==> src/rtl/mem_port_arbiter_if.sv <==
// -----------------------------------------------------------------------------
// mem_port_arbiter_if
// Bundles every handshake/bus signal around mem_port_arbiter: the CPU
// instruction-fetch requester, the data load/store requester and the
// single-port memory bus.
//   modport slave  : arbiter view (takes requests and memory responses,
//                    drives grants, read returns and the memory request).
//   modport master : environment view (CPU core plus memory model).
// Signals:
//   if_req/if_addr -> if_gnt, if_rvalid, if_rdata          fetch side
//   d_req/d_we/d_addr/d_wdata/d_be -> d_gnt, d_rvalid, d_rdata   data side
//   mem_req/mem_we/mem_addr/mem_wdata/mem_be <- mem_ack, mem_rdata  memory
// -----------------------------------------------------------------------------
interface mem_port_arbiter_if #(
    parameter int ADDR_W = 32,
    parameter int DATA_W = 32
);
    localparam int BE_W = DATA_W / 8;

    logic              if_req;
    logic [ADDR_W-1:0] if_addr;
    logic              if_gnt;
    logic              if_rvalid;
    logic [DATA_W-1:0] if_rdata;

    logic              d_req;
    logic              d_we;
    logic [ADDR_W-1:0] d_addr;
    logic [DATA_W-1:0] d_wdata;
    logic [BE_W-1:0]   d_be;
    logic              d_gnt;
    logic              d_rvalid;
    logic [DATA_W-1:0] d_rdata;

    logic              mem_req;
    logic              mem_we;
    logic [ADDR_W-1:0] mem_addr;
    logic [DATA_W-1:0] mem_wdata;
    logic [BE_W-1:0]   mem_be;
    logic              mem_ack;
    logic [DATA_W-1:0] mem_rdata;

    modport slave (
        input  if_req, if_addr,
        output if_gnt, if_rvalid, if_rdata,
        input  d_req, d_we, d_addr, d_wdata, d_be,
        output d_gnt, d_rvalid, d_rdata,
        output mem_req, mem_we, mem_addr, mem_wdata, mem_be,
        input  mem_ack, mem_rdata
    );

    modport master (
        output if_req, if_addr,
        input  if_gnt, if_rvalid, if_rdata,
        output d_req, d_we, d_addr, d_wdata, d_be,
        input  d_gnt, d_rvalid, d_rdata,
        input  mem_req, mem_we, mem_addr, mem_wdata, mem_be,
        output mem_ack, mem_rdata
    );
endinterface

==> src/rtl/mem_port_arbiter.sv <==
// -----------------------------------------------------------------------------
// mem_port_arbiter
// Shares one single-port memory bus between the instruction-fetch requester
// and the data load/store requester. One transaction is in flight at a time:
// IDLE picks a winner (data beats fetch), latches its payload onto mem_* and
// pulses its gnt; BUSY_IF/BUSY_D hold mem_* until mem_ack, then return the
// read data (0 for stores) with a one-cycle rvalid and go back to IDLE.
// Ports:
//   clk  - system clock, rising edge
//   rst  - asynchronous active-low reset; drops any in-flight transaction
//   bus  - mem_port_arbiter_if.slave (fetch, data and memory signals)
// Optional feature, macro ARB_STARVE_GUARD_EN: after STARVE_MAX consecutive
// data grants issued while fetch was waiting, fetch wins the next contested
// arbitration. Without the macro data priority is strict.
// All outputs are registered.
// -----------------------------------------------------------------------------
module mem_port_arbiter #(
    parameter int ADDR_W     = 32,
    parameter int DATA_W     = 32,
    parameter int STARVE_MAX = 4
) (
    input  logic               clk,
    input  logic               rst,
    mem_port_arbiter_if.slave  bus
);
    localparam int BE_W = DATA_W / 8;

    typedef enum logic [1:0] {
        IDLE    = 2'd0,
        BUSY_IF = 2'd1,
        BUSY_D  = 2'd2
    } state_t;

    state_t            state_r,     state_s;
    logic              if_gnt_r,    if_gnt_s;
    logic              d_gnt_r,     d_gnt_s;
    logic              if_rvalid_r, if_rvalid_s;
    logic              d_rvalid_r,  d_rvalid_s;
    logic [DATA_W-1:0] if_rdata_r,  if_rdata_s;
    logic [DATA_W-1:0] d_rdata_r,   d_rdata_s;
    logic              mem_req_r,   mem_req_s;
    logic              mem_we_r,    mem_we_s;
    logic [ADDR_W-1:0] mem_addr_r,  mem_addr_s;
    logic [DATA_W-1:0] mem_wdata_r, mem_wdata_s;
    logic [BE_W-1:0]   mem_be_r,    mem_be_s;

    logic pick_d_s;
    logic pick_if_s;
    logic fetch_turn_s;

`ifdef ARB_STARVE_GUARD_EN
    localparam int CNT_W = $clog2(STARVE_MAX + 1);

    logic [CNT_W-1:0] starve_cnt_r, starve_cnt_s;

    // Fetch takes the turn once data has been granted STARVE_MAX times in a row over it.
    always_comb begin
        fetch_turn_s = (starve_cnt_r == CNT_W'(STARVE_MAX));
    end

    // Starvation count: cleared by any fetch grant, bumped by data grants that made fetch wait.
    always_comb begin
        starve_cnt_s = starve_cnt_r;
        if ((state_r == IDLE) && pick_if_s) begin
            starve_cnt_s = {CNT_W{1'b0}};
        end else if ((state_r == IDLE) && pick_d_s && bus.if_req && !fetch_turn_s) begin
            starve_cnt_s = starve_cnt_r + CNT_W'(1'b1);
        end else begin
            starve_cnt_s = starve_cnt_r;
        end
    end

    // Starvation counter register.
    always_ff @(posedge clk or negedge rst) begin
        if (!rst) begin
            starve_cnt_r <= {CNT_W{1'b0}};
        end else begin
            starve_cnt_r <= starve_cnt_s;
        end
    end
`else
    // Strict data priority: fetch never takes the turn. The comparison is
    // always false; it keeps STARVE_MAX referenced so both builds share one
    // parameter list.
    always_comb begin
        fetch_turn_s = (STARVE_MAX < 32'sd0);
    end
`endif

    // Winner selection among pending requests; only acted on in IDLE.
    always_comb begin
        pick_d_s  = 1'b0;
        pick_if_s = 1'b0;
        if (bus.d_req && !(bus.if_req && fetch_turn_s)) begin
            pick_d_s = 1'b1;
        end else if (bus.if_req) begin
            pick_if_s = 1'b1;
        end else begin
            pick_d_s  = 1'b0;
            pick_if_s = 1'b0;
        end
    end

    // Next-state and next-output logic; gnt/rvalid default low so they pulse.
    always_comb begin
        state_s     = state_r;
        if_gnt_s    = 1'b0;
        d_gnt_s     = 1'b0;
        if_rvalid_s = 1'b0;
        d_rvalid_s  = 1'b0;
        if_rdata_s  = if_rdata_r;
        d_rdata_s   = d_rdata_r;
        mem_req_s   = mem_req_r;
        mem_we_s    = mem_we_r;
        mem_addr_s  = mem_addr_r;
        mem_wdata_s = mem_wdata_r;
        mem_be_s    = mem_be_r;
        case (state_r)
            IDLE: begin
                if (pick_d_s) begin
                    d_gnt_s     = 1'b1;
                    mem_req_s   = 1'b1;
                    mem_we_s    = bus.d_we;
                    mem_addr_s  = bus.d_addr;
                    mem_wdata_s = bus.d_wdata;
                    // Loads read the full word; only stores use the requester's enables.
                    mem_be_s    = bus.d_we ? bus.d_be : {BE_W{1'b1}};
                    state_s     = BUSY_D;
                end else if (pick_if_s) begin
                    if_gnt_s    = 1'b1;
                    mem_req_s   = 1'b1;
                    mem_we_s    = 1'b0;
                    mem_addr_s  = bus.if_addr;
                    mem_wdata_s = {DATA_W{1'b0}};
                    mem_be_s    = {BE_W{1'b1}};
                    state_s     = BUSY_IF;
                end else begin
                    state_s = IDLE;
                end
            end
            BUSY_IF: begin
                if (bus.mem_ack) begin
                    if_rdata_s  = bus.mem_rdata;
                    if_rvalid_s = 1'b1;
                    mem_req_s   = 1'b0;
                    state_s     = IDLE;
                end else begin
                    state_s = BUSY_IF;
                end
            end
            BUSY_D: begin
                if (bus.mem_ack) begin
                    d_rdata_s  = mem_we_r ? {DATA_W{1'b0}} : bus.mem_rdata;
                    d_rvalid_s = 1'b1;
                    mem_req_s  = 1'b0;
                    state_s    = IDLE;
                end else begin
                    state_s = BUSY_D;
                end
            end
            default: begin
                mem_req_s = 1'b0;
                state_s   = IDLE;
            end
        endcase
    end

    // State and output registers; async reset also drops mem_req mid-transaction.
    always_ff @(posedge clk or negedge rst) begin
        if (!rst) begin
            state_r     <= IDLE;
            if_gnt_r    <= 1'b0;
            d_gnt_r     <= 1'b0;
            if_rvalid_r <= 1'b0;
            d_rvalid_r  <= 1'b0;
            if_rdata_r  <= {DATA_W{1'b0}};
            d_rdata_r   <= {DATA_W{1'b0}};
            mem_req_r   <= 1'b0;
            mem_we_r    <= 1'b0;
            mem_addr_r  <= {ADDR_W{1'b0}};
            mem_wdata_r <= {DATA_W{1'b0}};
            mem_be_r    <= {BE_W{1'b0}};
        end else begin
            state_r     <= state_s;
            if_gnt_r    <= if_gnt_s;
            d_gnt_r     <= d_gnt_s;
            if_rvalid_r <= if_rvalid_s;
            d_rvalid_r  <= d_rvalid_s;
            if_rdata_r  <= if_rdata_s;
            d_rdata_r   <= d_rdata_s;
            mem_req_r   <= mem_req_s;
            mem_we_r    <= mem_we_s;
            mem_addr_r  <= mem_addr_s;
            mem_wdata_r <= mem_wdata_s;
            mem_be_r    <= mem_be_s;
        end
    end

    assign bus.if_gnt    = if_gnt_r;
    assign bus.d_gnt     = d_gnt_r;
    assign bus.if_rvalid = if_rvalid_r;
    assign bus.d_rvalid  = d_rvalid_r;
    assign bus.if_rdata  = if_rdata_r;
    assign bus.d_rdata   = d_rdata_r;
    assign bus.mem_req   = mem_req_r;
    assign bus.mem_we    = mem_we_r;
    assign bus.mem_addr  = mem_addr_r;
    assign bus.mem_wdata = mem_wdata_r;
    assign bus.mem_be    = mem_be_r;

endmodule

==> src/flat_wrapper.sv <==
// flat-port wrapper written by rule: the top's interface ports become plain ports
module mem_port_arbiter_flat 
#(
    parameter int ADDR_W     = 32,
    parameter int DATA_W     = 32,
    parameter int STARVE_MAX = 4
)
  (clk, rst, bus_if_req, bus_if_addr, bus_if_gnt, bus_if_rvalid, bus_if_rdata, bus_d_req, bus_d_we, bus_d_addr, bus_d_wdata, bus_d_be, bus_d_gnt, bus_d_rvalid, bus_d_rdata, bus_mem_req, bus_mem_we, bus_mem_addr, bus_mem_wdata, bus_mem_be, bus_mem_ack, bus_mem_rdata);
  mem_port_arbiter_if #(.ADDR_W(ADDR_W), .DATA_W(DATA_W)) bus_i ();
  input  logic clk;
  input  logic rst;
  input wire logic [$bits(bus_i.if_req)-1:0] bus_if_req;
  input wire logic [$bits(bus_i.if_addr)-1:0] bus_if_addr;
  output wire logic [$bits(bus_i.if_gnt)-1:0] bus_if_gnt;
  output wire logic [$bits(bus_i.if_rvalid)-1:0] bus_if_rvalid;
  output wire logic [$bits(bus_i.if_rdata)-1:0] bus_if_rdata;
  input wire logic [$bits(bus_i.d_req)-1:0] bus_d_req;
  input wire logic [$bits(bus_i.d_we)-1:0] bus_d_we;
  input wire logic [$bits(bus_i.d_addr)-1:0] bus_d_addr;
  input wire logic [$bits(bus_i.d_wdata)-1:0] bus_d_wdata;
  input wire logic [$bits(bus_i.d_be)-1:0] bus_d_be;
  output wire logic [$bits(bus_i.d_gnt)-1:0] bus_d_gnt;
  output wire logic [$bits(bus_i.d_rvalid)-1:0] bus_d_rvalid;
  output wire logic [$bits(bus_i.d_rdata)-1:0] bus_d_rdata;
  output wire logic [$bits(bus_i.mem_req)-1:0] bus_mem_req;
  output wire logic [$bits(bus_i.mem_we)-1:0] bus_mem_we;
  output wire logic [$bits(bus_i.mem_addr)-1:0] bus_mem_addr;
  output wire logic [$bits(bus_i.mem_wdata)-1:0] bus_mem_wdata;
  output wire logic [$bits(bus_i.mem_be)-1:0] bus_mem_be;
  input wire logic [$bits(bus_i.mem_ack)-1:0] bus_mem_ack;
  input wire logic [$bits(bus_i.mem_rdata)-1:0] bus_mem_rdata;
  assign bus_i.if_req = bus_if_req;
  assign bus_i.if_addr = bus_if_addr;
  assign bus_if_gnt = bus_i.if_gnt;
  assign bus_if_rvalid = bus_i.if_rvalid;
  assign bus_if_rdata = bus_i.if_rdata;
  assign bus_i.d_req = bus_d_req;
  assign bus_i.d_we = bus_d_we;
  assign bus_i.d_addr = bus_d_addr;
  assign bus_i.d_wdata = bus_d_wdata;
  assign bus_i.d_be = bus_d_be;
  assign bus_d_gnt = bus_i.d_gnt;
  assign bus_d_rvalid = bus_i.d_rvalid;
  assign bus_d_rdata = bus_i.d_rdata;
  assign bus_mem_req = bus_i.mem_req;
  assign bus_mem_we = bus_i.mem_we;
  assign bus_mem_addr = bus_i.mem_addr;
  assign bus_mem_wdata = bus_i.mem_wdata;
  assign bus_mem_be = bus_i.mem_be;
  assign bus_i.mem_ack = bus_mem_ack;
  assign bus_i.mem_rdata = bus_mem_rdata;
  mem_port_arbiter #(.ADDR_W(ADDR_W), .DATA_W(DATA_W), .STARVE_MAX(STARVE_MAX)) u_core (.clk(clk), .rst(rst), .bus(bus_i));
endmodule
==> config.mk <==
export PLATFORM = sky130hd
export DESIGN_NAME = mem_port_arbiter_flat
export DESIGN_NICKNAME = d
export VERILOG_FILES = /design/src/rtl/mem_port_arbiter_if.sv /design/src/rtl/mem_port_arbiter.sv /design/src/flat_wrapper.sv
export SDC_FILE = /design/constraint.sdc
export NUM_CORES = 1
export LEC_CHECK = 0
export BUFFER_PORTS_ARGS = -buffer_cell sky130_fd_sc_hd__buf_4
export CAP_MARGIN = 5
export CORE_AREA = 2 2 82 162
export CTS_CLUSTER_DIAMETER = 50
export DETAILED_ROUTE_END_ITERATION = 6
export DIE_AREA = 0 0 84 164
export HOLD_SLACK_MARGIN = 0.03
export PLACE_DENSITY = 0.77
export SYNTH_ARGS = -nofsm -noshare
export SYNTH_HDL_FRONTEND = slang
export SYNTH_SLANG_ARGS = --single-unit
==> constraint.sdc <==
create_clock -name clk -period 2.1 [get_ports clk]
set_clock_uncertainty 0.15 [all_clocks]
set_input_delay 0.21 -clock clk [delete_from_list [all_inputs] [get_ports clk]]
set_output_delay 0.21 -clock clk [all_outputs]
set_load 0.02 [all_outputs]
==> flow_summary_export.csv, run 1 <==
group,metric,value,unit
setup_path,cp.required,2240,ps
clock_tree,cts-root-buf,"clkbuf_16",
clock_tree,cts_made_buffers,17,
power,peakVddDrop,1.09,mV
placed_design,place.detailed.hpwl,11500,um
setup_path,r2r-start,"u_core.state_r[0]",
drt,num_vias,5314,
finish,nFillCells,777,
hold_path,hold_class,"primary input to flip-flop",
drt,drcViolationCount,0,
synth,ys_seq_area_share,62.2,%
setup_path,r2r-end,"u_core.bus.mem_be[2]",
synth,synth.distinct_cells,26,
synth,yosysWarningCount,0,
synth,ys_seq_elements,140,
timing,tns,0,ps
clock_tree,cts_tree,"yes",
drt,wire_per_inst,18.2,um
hold_path,whs_path_depth,4,
finish,most-common-layout-cells,"buf_4, dfrtp_1, dlygate4sd3_1",
synth,async_flop_share,100,%
floorplan,die_x,84,um
timing,finalHoldViolCount,0,
drt,drtIter0Drc,197,
hold_path,holdCritStartpoint,"bus_mem_ack",
power,powerDensity,1430,nW/um^2
placed_design,place_congestion,0.764,
floorplan,core_area,12600,sq um
timing,rsz0062_at_grt,"false",
hold_path,holdPathEnd,"u_core.state_r[1]",
run_status,outcome,"complete, no violations",
floorplan,dieArea,13800,sq um
floorplan,dieHeight,164,um
floorplan,ioPinCount,276,
setup_path,crit_type,"flip-flop to flip-flop",
floorplan,initial_utilization,44.9,%
synth,yosysTopAreaCellShare,62.2,%
setup_path,r2r_setup_slack,100,ps
clock_tree,htree_levels,4,
timing,fmaxAchievable,500,MHz
setup_path,cp-start-kind,"flip-flop",
finish,fin_cells,1035,
drt,met2_length,10100,um
drt,ant_nets,0,
power,power,14.1,mW
setup_path,critPathArrivalTime,2130,ps
timing,finalCritPeriodShare,95.2,%
finish,nNetsFinal,1014,
finish,layout_commonest_cell,"buf_4",
synth,postSynthCellCount,459,
placed_design,dpl_cell_area,7860,sq um
finish,areaGrowthSynthToFinish,74.2,%
synth,synth_area_leaders,"dfrtp_1, mux2_1, mux2i_1, o21ai_1, a22o_1",
synth,synth-main-ff-cell,"dfrtp_1",
synth,synth_top_area_cell,"dfrtp_1",
synth,syn_area,5640,sq um
global_route,grt_first_pass_wirelength,29700,um
drt,routed.top_layer,"met4",
global_route,antenna_found_initial,0,
timing,tightest_slew,527,ps
timing,max_slew_margin,64.7,%
floorplan,rows,58,
synth,synth.net_count,602,
timing,drv_slew,0,
job,maxCapViolCount,0,
synth,syn_area_per_cell,12.3,sq um
global_route,grt_pass1_vias,5873,
timing,setup_viol,0,
global_route,grt_max_degree,55,
drt,dr.pass1.iters,4,
global_route,track_usage,27.7,%
clock_tree,clkLatencyLatePin,400,ps
setup_path,cp_max_fo,5,
setup_path,reg2reg_depth,6,
timing,post-route-min-period,2000,ps
placed_design,port_buffers,275,
setup_path,end_kind,"flip-flop",
clock_tree,clk_path_buf_depth,2,
drt,wl_met3,1060,um
finish,design_area,9820,sq um
clock_tree,path_clk_slew,60,ps
synth,synth_edf_count,0,
global_route,grt-ovfl-total,0,
drt,wirelength,18800,um
power,leakagePower,4.88,nW
timing,whs,81.0,ps
drt,viasPerCell,5.13,
placed_design,dp_cells,863,
clock_tree,cts_num_sinks,140,
drt,wirelength_met1,6520,um
finish,final_layout_size_suffix_gt1_share,36.1,%
## layer usage
metal	up-vias	GRT usage (%)
li1	2408	-
met1	2525	29.5
met2	296	49.1
met3	85	6.43
met4	0	17.2
met5	-	0
## synth_stat cells (4+ instances only)
cell type    n
o21ai_1     63
dfrtp_1    140
ha_1         5
nand2b_1    32
buf_4        6
mux2_1      33
buf_6        5
a22o_1      32
nand2_1     69
buf_2        9
mux2i_1     32
inv_1        4
clkbuf_1     9
o22a_1       4
## repair_timing
| action | CTS | global route |
|---|---|---|
| hold endpoints to repair | 187 | 0 |
| buffers inserted | 0 | 0 |
| gates resized for setup | 0 | 2 |
| hold buffers | 139 | 0 |
| setup endpoints to repair | 0 | 3 |
## logic make-up after synthesis
kind of cell | after synthesis | synth area share (%)
buffers and inverters | 36 | 3.73
adders and majority gates | 5 | 1.11
DFF | 140 | 62.2
and+or+nand+nor | 109 | 8.90
AOI/OAI and AO/OA | 104 | 11.8
muxes | 65 | 12.3
## flip-flops by register name, indices dropped and copies added (netlist names)
signal and count:
u_core.bus.mem_addr 32, u_core.bus.if_rvalid 1, u_core.bus.mem_we 1, u_core.bus.if_gnt 1
u_core.bus.d_rdata 32, u_core.bus.mem_req 1, u_core.bus.mem_be 4, u_core.bus.d_rvalid 1
u_core.bus.d_gnt 1, u_core.bus.mem_wdata 32, u_core.bus.if_rdata 32, u_core.state_r 2
## worst max-delay path by stage
stage | startpoint | end | slack, ps | cells past startpoint
after CTS | u_core.state_r[0] | u_core.bus.mem_be[2] | 20 | 6
after global routing | u_core.state_r[0] | u_core.bus.mem_be[1] | 20 | 6
final | u_core.state_r[0] | u_core.bus.mem_be[2] | 100 | 6
after detailed placement | u_core.state_r[0] | u_core.bus.mem_wdata[6] | 370 | 5
after floorplan | u_core.state_r[1] | u_core.bus.if_rdata[10] | 520 | 5
after global placement | u_core.state_r[0] | u_core.bus.mem_wdata[0] | 430 | 5
## metrics by stage
stage | util [%] | worst slack (ps)
after floorplan | - | 525
after global placement | 62.6 | 428
after detailed placement | 62.6 | 372
after CTS | 78.1 | 21.2
after global routing | 78.2 | 17.7
final | 78.2 | 101
## power breakdown
part	internal (mW)	switching, mW	total [mW]
Sequential	3.95	0.794	4.75
Combinational	2.93	3.58	6.52
Clock	1.64	1.16	2.80
## layout make-up
| type | count | area, sq um | share of cell area, % |
|---|---|---|---|
| Timing Repair Buffer | 424 | 3610 | 36.8 |
| Sequential cell | 140 | 3500 | 35.7 |
| Multi-Input combinational cell | 283 | 1940 | 19.8 |
| Clock buffer | 20 | 437 | 4.45 |
| Tap cell | 150 | 188 | 1.91 |
| Clock inverter | 12 | 115 | 1.17 |
| Inverter | 5 | 18.8 | 0.191 |
| Antenna cell | 1 | 2.50 | 0.0255 |
## worst max-delay path, stage by stage, from the launching register on
cell           delay, ps
dfrtp_1              400
inv_1                150
ha_4                 190
and2_1               160
nand2_2              100
o22a_1               190
dlygate4sd3_1        540
Note: power is estimated with default switching activity, not from simulation.
==> run 2: changes to the inputs <==
Settings changed: REMOVE_ABC_BUFFERS from default to 1.
==> run 2 against run 1 <==
Clock-buffer cell count is 1 lower; critical path type unchanged; largest power group unchanged; global-route usage shrank 0.10 points; first-iteration DRC count up 3.0%; register-to-register slack lost 30 ps; sequential power is essentially flat; wire length fell by 0.16%.
==> flow_summary_export.csv, run 2 (synthesis results as in run 1) <==
group,metric,value,unit
setup_path,crit_buf_inv,2,
drt,viasPerCell,5.09,
clock_tree,cts_made_buffers,17,
timing,finalHoldViolCount,0,
drt,dr.pass1.iters,4,
job,maxCapViolCount,0,
global_route,grt_first_pass_wirelength,29600,um
placed_design,place_congestion,0.864,
timing,max_slew_margin,61.9,%
drt,wirelength,18800,um
power,p_int,8.82,mW
finish,most-common-layout-cells,"buf_4, dfrtp_1, dlygate4sd3_1",
timing,tightest_slew,571,ps
setup_path,reg2reg_depth,6,
clock_tree,cts_resized,0,
setup_path,r2r-end,"u_core.bus.mem_we",
power,switchingPower,5.52,mW
setup_path,crit_type,"flip-flop to flip-flop",
finish,design_area,9860,sq um
floorplan,dieArea,13800,sq um
power,p_comb_share,44.9,%
setup_path,end_kind,"flip-flop",
floorplan,rows,58,
finish,regArea,3500,sq um
hold_path,whs_path_depth,4,
power,pwr-share-clk,22.0,%
clock_tree,clkLatencyLatePin,400,ps
clock_tree,cts-root-buf,"clkbuf_16",
global_route,grt-ovfl-total,0,
drt,ant_nets,0,
setup_path,cp-start-kind,"flip-flop",
setup_path,critPathArrivalTime,2150,ps
finish,areaGrowthSynthToFinish,74.9,%
clock_tree,postCtsSetupBuffers,0,
floorplan,ioPinCount,276,
power,seq_power_share,33.1,%
finish,nNetsFinal,1014,
placed_design,dpl_cell_area,7860,sq um
power,peakVddDrop,0.893,mV
timing,rsz0062_at_grt,"false",
clock_tree,cts_num_sinks,140,
clock_tree,clk_path_buf_depth,2,
setup_path,r2r-start,"u_core.state_r[0]",
timing,post-route-min-period,2030,ps
placed_design,place.detailed.hpwl,11600,um
setup_path,crit_path_cell_trace,"inv_1 > ha_1 > and2_1 > nand2_2 > nand2_1 > dlygate4sd3_1",
setup_path,path_delay_family,"buffers and inverters",
global_route,antenna_found_initial,0,
power,switching_share,38.5,%
drt,drtIter0Drc,203,
timing,fmaxAchievable,494,MHz
setup_path,critPathMaxStageDelay,560,ps
drt,drcViolationCount,0,
clock_tree,path_clk_slew,60,ps
finish,insertedDiodeCount,0,
global_route,grt_pass1_vias,5969,
timing,drv_slew,0,
timing,setup_viol,0,
setup_path,cp_max_fo,5,
timing,finalCritPeriodShare,96.5,%
drt,wire_per_inst,18.2,um
floorplan,core_area,12600,sq um
run_status,outcome,"complete, no violations",
global_route,track_usage,27.6,%
finish,nFillCells,720,
clock_tree,holdBufCountCts,138,
global_route,grt_max_degree,57,
power,powerDensity,1460,nW/um^2
timing,tns,0,ps
placed_design,port_buffers,275,
clock_tree,htree_levels,4,
hold_path,hold_class,"primary input to flip-flop",
finish,layout_commonest_cell,"buf_4",
setup_path,slowest_stage,"dlygate4sd3_1",
hold_path,holdCritStartpoint,"bus_mem_ack",
hold_path,holdPathEnd,"u_core.state_r[1]",
power,leakagePower,4.93,nW
finish,multiInputGateArea,1930,sq um
power,power,14.3,mW
floorplan,initial_utilization,44.9,%
drt,num_vias,5263,
clock_tree,cts_tree,"yes",
floorplan,die_x,84,um
floorplan,dieHeight,164,um
setup_path,r2r_setup_slack,70,ps
setup_path,cp.required,2230,ps
finish,final_layout_size_suffix_gt1_share,36.1,%
-- run 2: cell count changes in the layout (fill, tap and decap cells not counted), sizes merged --
cell and change:
inv +1, dlygate4sd3 -1, clkbuf -1, diode -1, buf +1, bufinv +3, clkinvlp -4
-- run 2: power groups by stage --
stage | Combinational [mW] | Clock [mW] | Sequential [mW]
after floorplan | 1.65 | 0 | 6.15
after global placement | 5.96 | 0 | 4.67
after detailed placement | 6.15 | 0 | 4.71
after CTS | 6.37 | 3.21 | 4.70
after global routing | 6.87 | 3.32 | 4.88
final | 6.44 | 3.15 | 4.75
-- run 2: how the worst max path moves through the flow --
stage	startpoint	to	cells past startpoint
2_1_floorplan	bus_d_req	u_core.bus.mem_addr[12]	2
3_3_place_gp	u_core.state_r[0]	u_core.bus.mem_wdata[26]	5
3_5_place_dp	u_core.state_r[0]	u_core.bus.mem_wdata[24]	5
4_1_cts	u_core.state_r[0]	u_core.bus.mem_we	6
5_1_grt	u_core.state_r[0]	u_core.bus.mem_we	6
6_report	u_core.state_r[0]	u_core.bus.mem_we	6
-- run 2: cell type report --
type	instances	share of cell area (%)
clock inverters	12	1.90
well taps	150	1.90
multi-input cells	283	19.6
flip-flops and latches	140	35.5
inverters	5	0.190
clock buffers	19	4.39
repair buffers	424	36.5
-- run 2: worst reg2reg max path, delay by kind of cell, from the launching register on --
family / cells / cell delay (ps)
adders and majority gates: 1 / 290
and+or+nand+nor: 3 / 430
buffers and inverters: 2 / 660
DFF: 1 / 380
-- run 2: metrics by stage --
stage / hold slack (ps) / cells / utilization [%] / setup WS [ps]
after floorplan: -236 / 428 / - / -588
after global placement: 32.3 / 864 / 62.6 / 429
after detailed placement: 35.9 / 864 / 62.6 / 343
after CTS: 50.4 / 1033 / 78.5 / 96.2
after global routing: 127 / 1033 / 78.5 / 25.2
final: 101 / 1033 / 78.5 / 74.5
-- run 2: routing by layer --
| layer | track usage [%] | vias to the layer above | share of wire, % |
|---|---|---|---|
| li1 | - | 2400 | - |
| met1 | 28.2 | 2550 | 34 |
| met2 | 51.7 | 252 | 56 |
| met3 | 5.48 | 61 | 5.3 |
| met4 | 15.4 | 0 | 5.0 |
| met5 | 0 | - | 0 |
==> run 3: changes to the inputs <==
--- a/config.mk
+++ b/config.mk
@@ -14,4 +14,5 @@
 export HOLD_SLACK_MARGIN = 0.03
 export PLACE_DENSITY = 0.77
+export RECOVER_POWER = 100
 export REMOVE_ABC_BUFFERS = 1
 export SYNTH_ARGS = -nofsm -noshare
==> constraint.sdc (replaced) <==
create_clock -name clk -period 2 [get_ports clk]
set_clock_uncertainty 0.15 [all_clocks]
set_input_delay 0.4 -clock clk [delete_from_list [all_inputs] [get_ports clk]]
set_output_delay 0.4 -clock clk [all_outputs]
set_load 0.02 [all_outputs]
==> run 3 against run 2 <==
Fmax up 7.6%; combinational power fell by 19%; sequential share of layout area is 8.6 points higher.
==> flow_summary_export.csv, run 3 (synthesis results as in run 1) <==
group,metric,value,unit
run_status,outcome,"complete, no violations",
timing,post-route-min-period,1880,ps
clock_tree,cts_made_buffers,17,
finish,nFillCells,1107,
timing,whs,61.4,ps
clock_tree,cts_tree,"yes",
clock_tree,postCtsSetupBuffers,0,
clock_tree,cts_num_sinks,140,
finish,post-route-util,63.2,%
setup_path,critPathArrivalTime,2010,ps
timing,setup_viol,0,
global_route,antenna_found_initial,0,
floorplan,initial_utilization,44.9,%
floorplan,die_x,84,um
clock_tree,htree_levels,4,
hold_path,hold_class,"primary input to flip-flop",
finish,final_layout_size_suffix_gt1_share,24.1,%
placed_design,place_congestion,0.786,
timing,rsz0062_at_grt,"false",
placed_design,dp_cells,865,
global_route,grt_first_pass_wirelength,24100,um
drt,met2_length,8580,um
setup_path,crit_type,"flip-flop to flip-flop",
timing,drv_slew,0,
floorplan,core_area,12600,sq um
setup_path,critPathLaunch,"u_core.state_r[1]",
setup_path,end_kind,"flip-flop",
timing,fmaxAchievable,531,MHz
finish,areaGrowthSynthToFinish,40.7,%
finish,insertedDiodeCount,0,
clock_tree,path_clk_slew,60,ps
finish,fin_cells,898,
finish,most-common-layout-cells,"clkbuf_1, dfrtp_1, buf_4",
floorplan,dieHeight,164,um
finish,layout_commonest_cell,"clkbuf_1",
floorplan,dieArea,13800,sq um
setup_path,r2r-start,"u_core.state_r[1]",
drt,viasPerCell,5.03,
drt,drtIter0Drc,171,
timing,max_slew_margin,28.6,%
placed_design,port_buffers,275,
finish,multiInputGateArea,1920,sq um
floorplan,rows,58,
global_route,grt_pass1_vias,4955,
power,leakagePower,3.82,nW
drt,wl_met3,943,um
power,peakVddDrop,0.926,mV
drt,wirelength,15400,um
finish,nNetsFinal,878,
setup_path,cp-start-kind,"flip-flop",
drt,drcViolationCount,0,
finish,regArea,3500,sq um
power,powerDensity,1680,nW/um^2
setup_path,r2r_setup_slack,120,ps
global_route,track_usage,22.3,%
placed_design,place.detailed.hpwl,11600,um
drt,dr.pass1.iters,4,
clock_tree,cts-root-buf,"clkbuf_16",
drt,routed.top_layer,"met4",
global_route,grt_max_degree,53,
job,maxCapViolCount,0,
power,power,13.3,mW
drt,wirelength_met1,5320,um
drt,num_vias,4519,
setup_path,cp_max_fo,33,
timing,tns,0,ps
setup_path,endpoint,"u_core.bus.if_rdata[26]",
timing,tightest_slew,1070,ps
drt,ant_nets,0,
floorplan,ioPinCount,276,
clock_tree,clkLatencyLatePin,400,ps
global_route,grt-ovfl-total,0,
setup_path,reg2reg_depth,5,
setup_path,cp.required,2130,ps
clock_tree,clk_path_buf_depth,2,
timing,finalCritPeriodShare,94.1,%
setup_path,r2r-end,"u_core.bus.if_rdata[26]",
drt,wire_per_inst,17.1,um
timing,finalHoldViolCount,0,
run 3: cell count changes in the layout (fill, tap and decap cells not counted), sizes merged:
cell         previous run  this run
bufinv                  4         3
dlygate4sd3           138         1
clkinvlp                2         1
inv                     9         7
clkinv                  2         6
clkbuf                 19       164
buf                   286       143
run 3: cell type report:
type,instances,area share [%]
timing repair buffer,288,21.4
clock buffer,20,5.51
tap,150,2.37
multi-input combinational,283,24.2
sequential,140,44.2
inverter,5,0.237
clock inverter,12,2.07
run 3: through the flow:
step                worst slack, ps  area, sq um
finish                          117         7930
global placement                336         7880
global route                   58.7         7930
CTS                             200         8490
detailed placement              201         7880
floorplan                      -878         5440
run 3: worst min path at each step:
stage	startpoint	end	slack, ps	cells past startpoint
floorplan	rst	u_core.bus.d_gnt	-50	0
detailed placement	rst	u_core.bus.d_rdata[14]	190	1
CTS	bus_d_wdata[25]	u_core.bus.mem_wdata[25]	40	2
global route	bus_d_wdata[23]	u_core.bus.mem_wdata[23]	50	2
finish	bus_d_wdata[25]	u_core.bus.mem_wdata[25]	60	2
global placement	rst	u_core.bus.d_rdata[14]	190	1
run 3: report_power, final:
part	internal, mW	leakage (nW)	switching, mW	total [mW]
combinational	1.72	1.79	3.51	5.23
sequential	4.15	1.74	0.768	4.91
clock	1.98	0.289	1.19	3.17
run 3: metal layers:
| metal | GRT usage (%) | up-vias |
|---|---|---|
| met3 | 5.43 | 32 |
| met2 | 41.6 | 196 |
| li1 | - | 2132 |
| met4 | 10.8 | 0 |
| met1 | 23.0 | 2159 |
| met5 | 0 | - |
run 3: timing repair:
item	CTS	global route
hold endpoints to repair	36	0
hold buffers	1	0
resized for setup	0	0
run 3: critical path: stages, from the launching register on:
cell and delay [ps]:
dfrtp_1 380, inv_1 90, ha_1 210, nand2_1 60
clkbuf_4 460, mux2_1 380
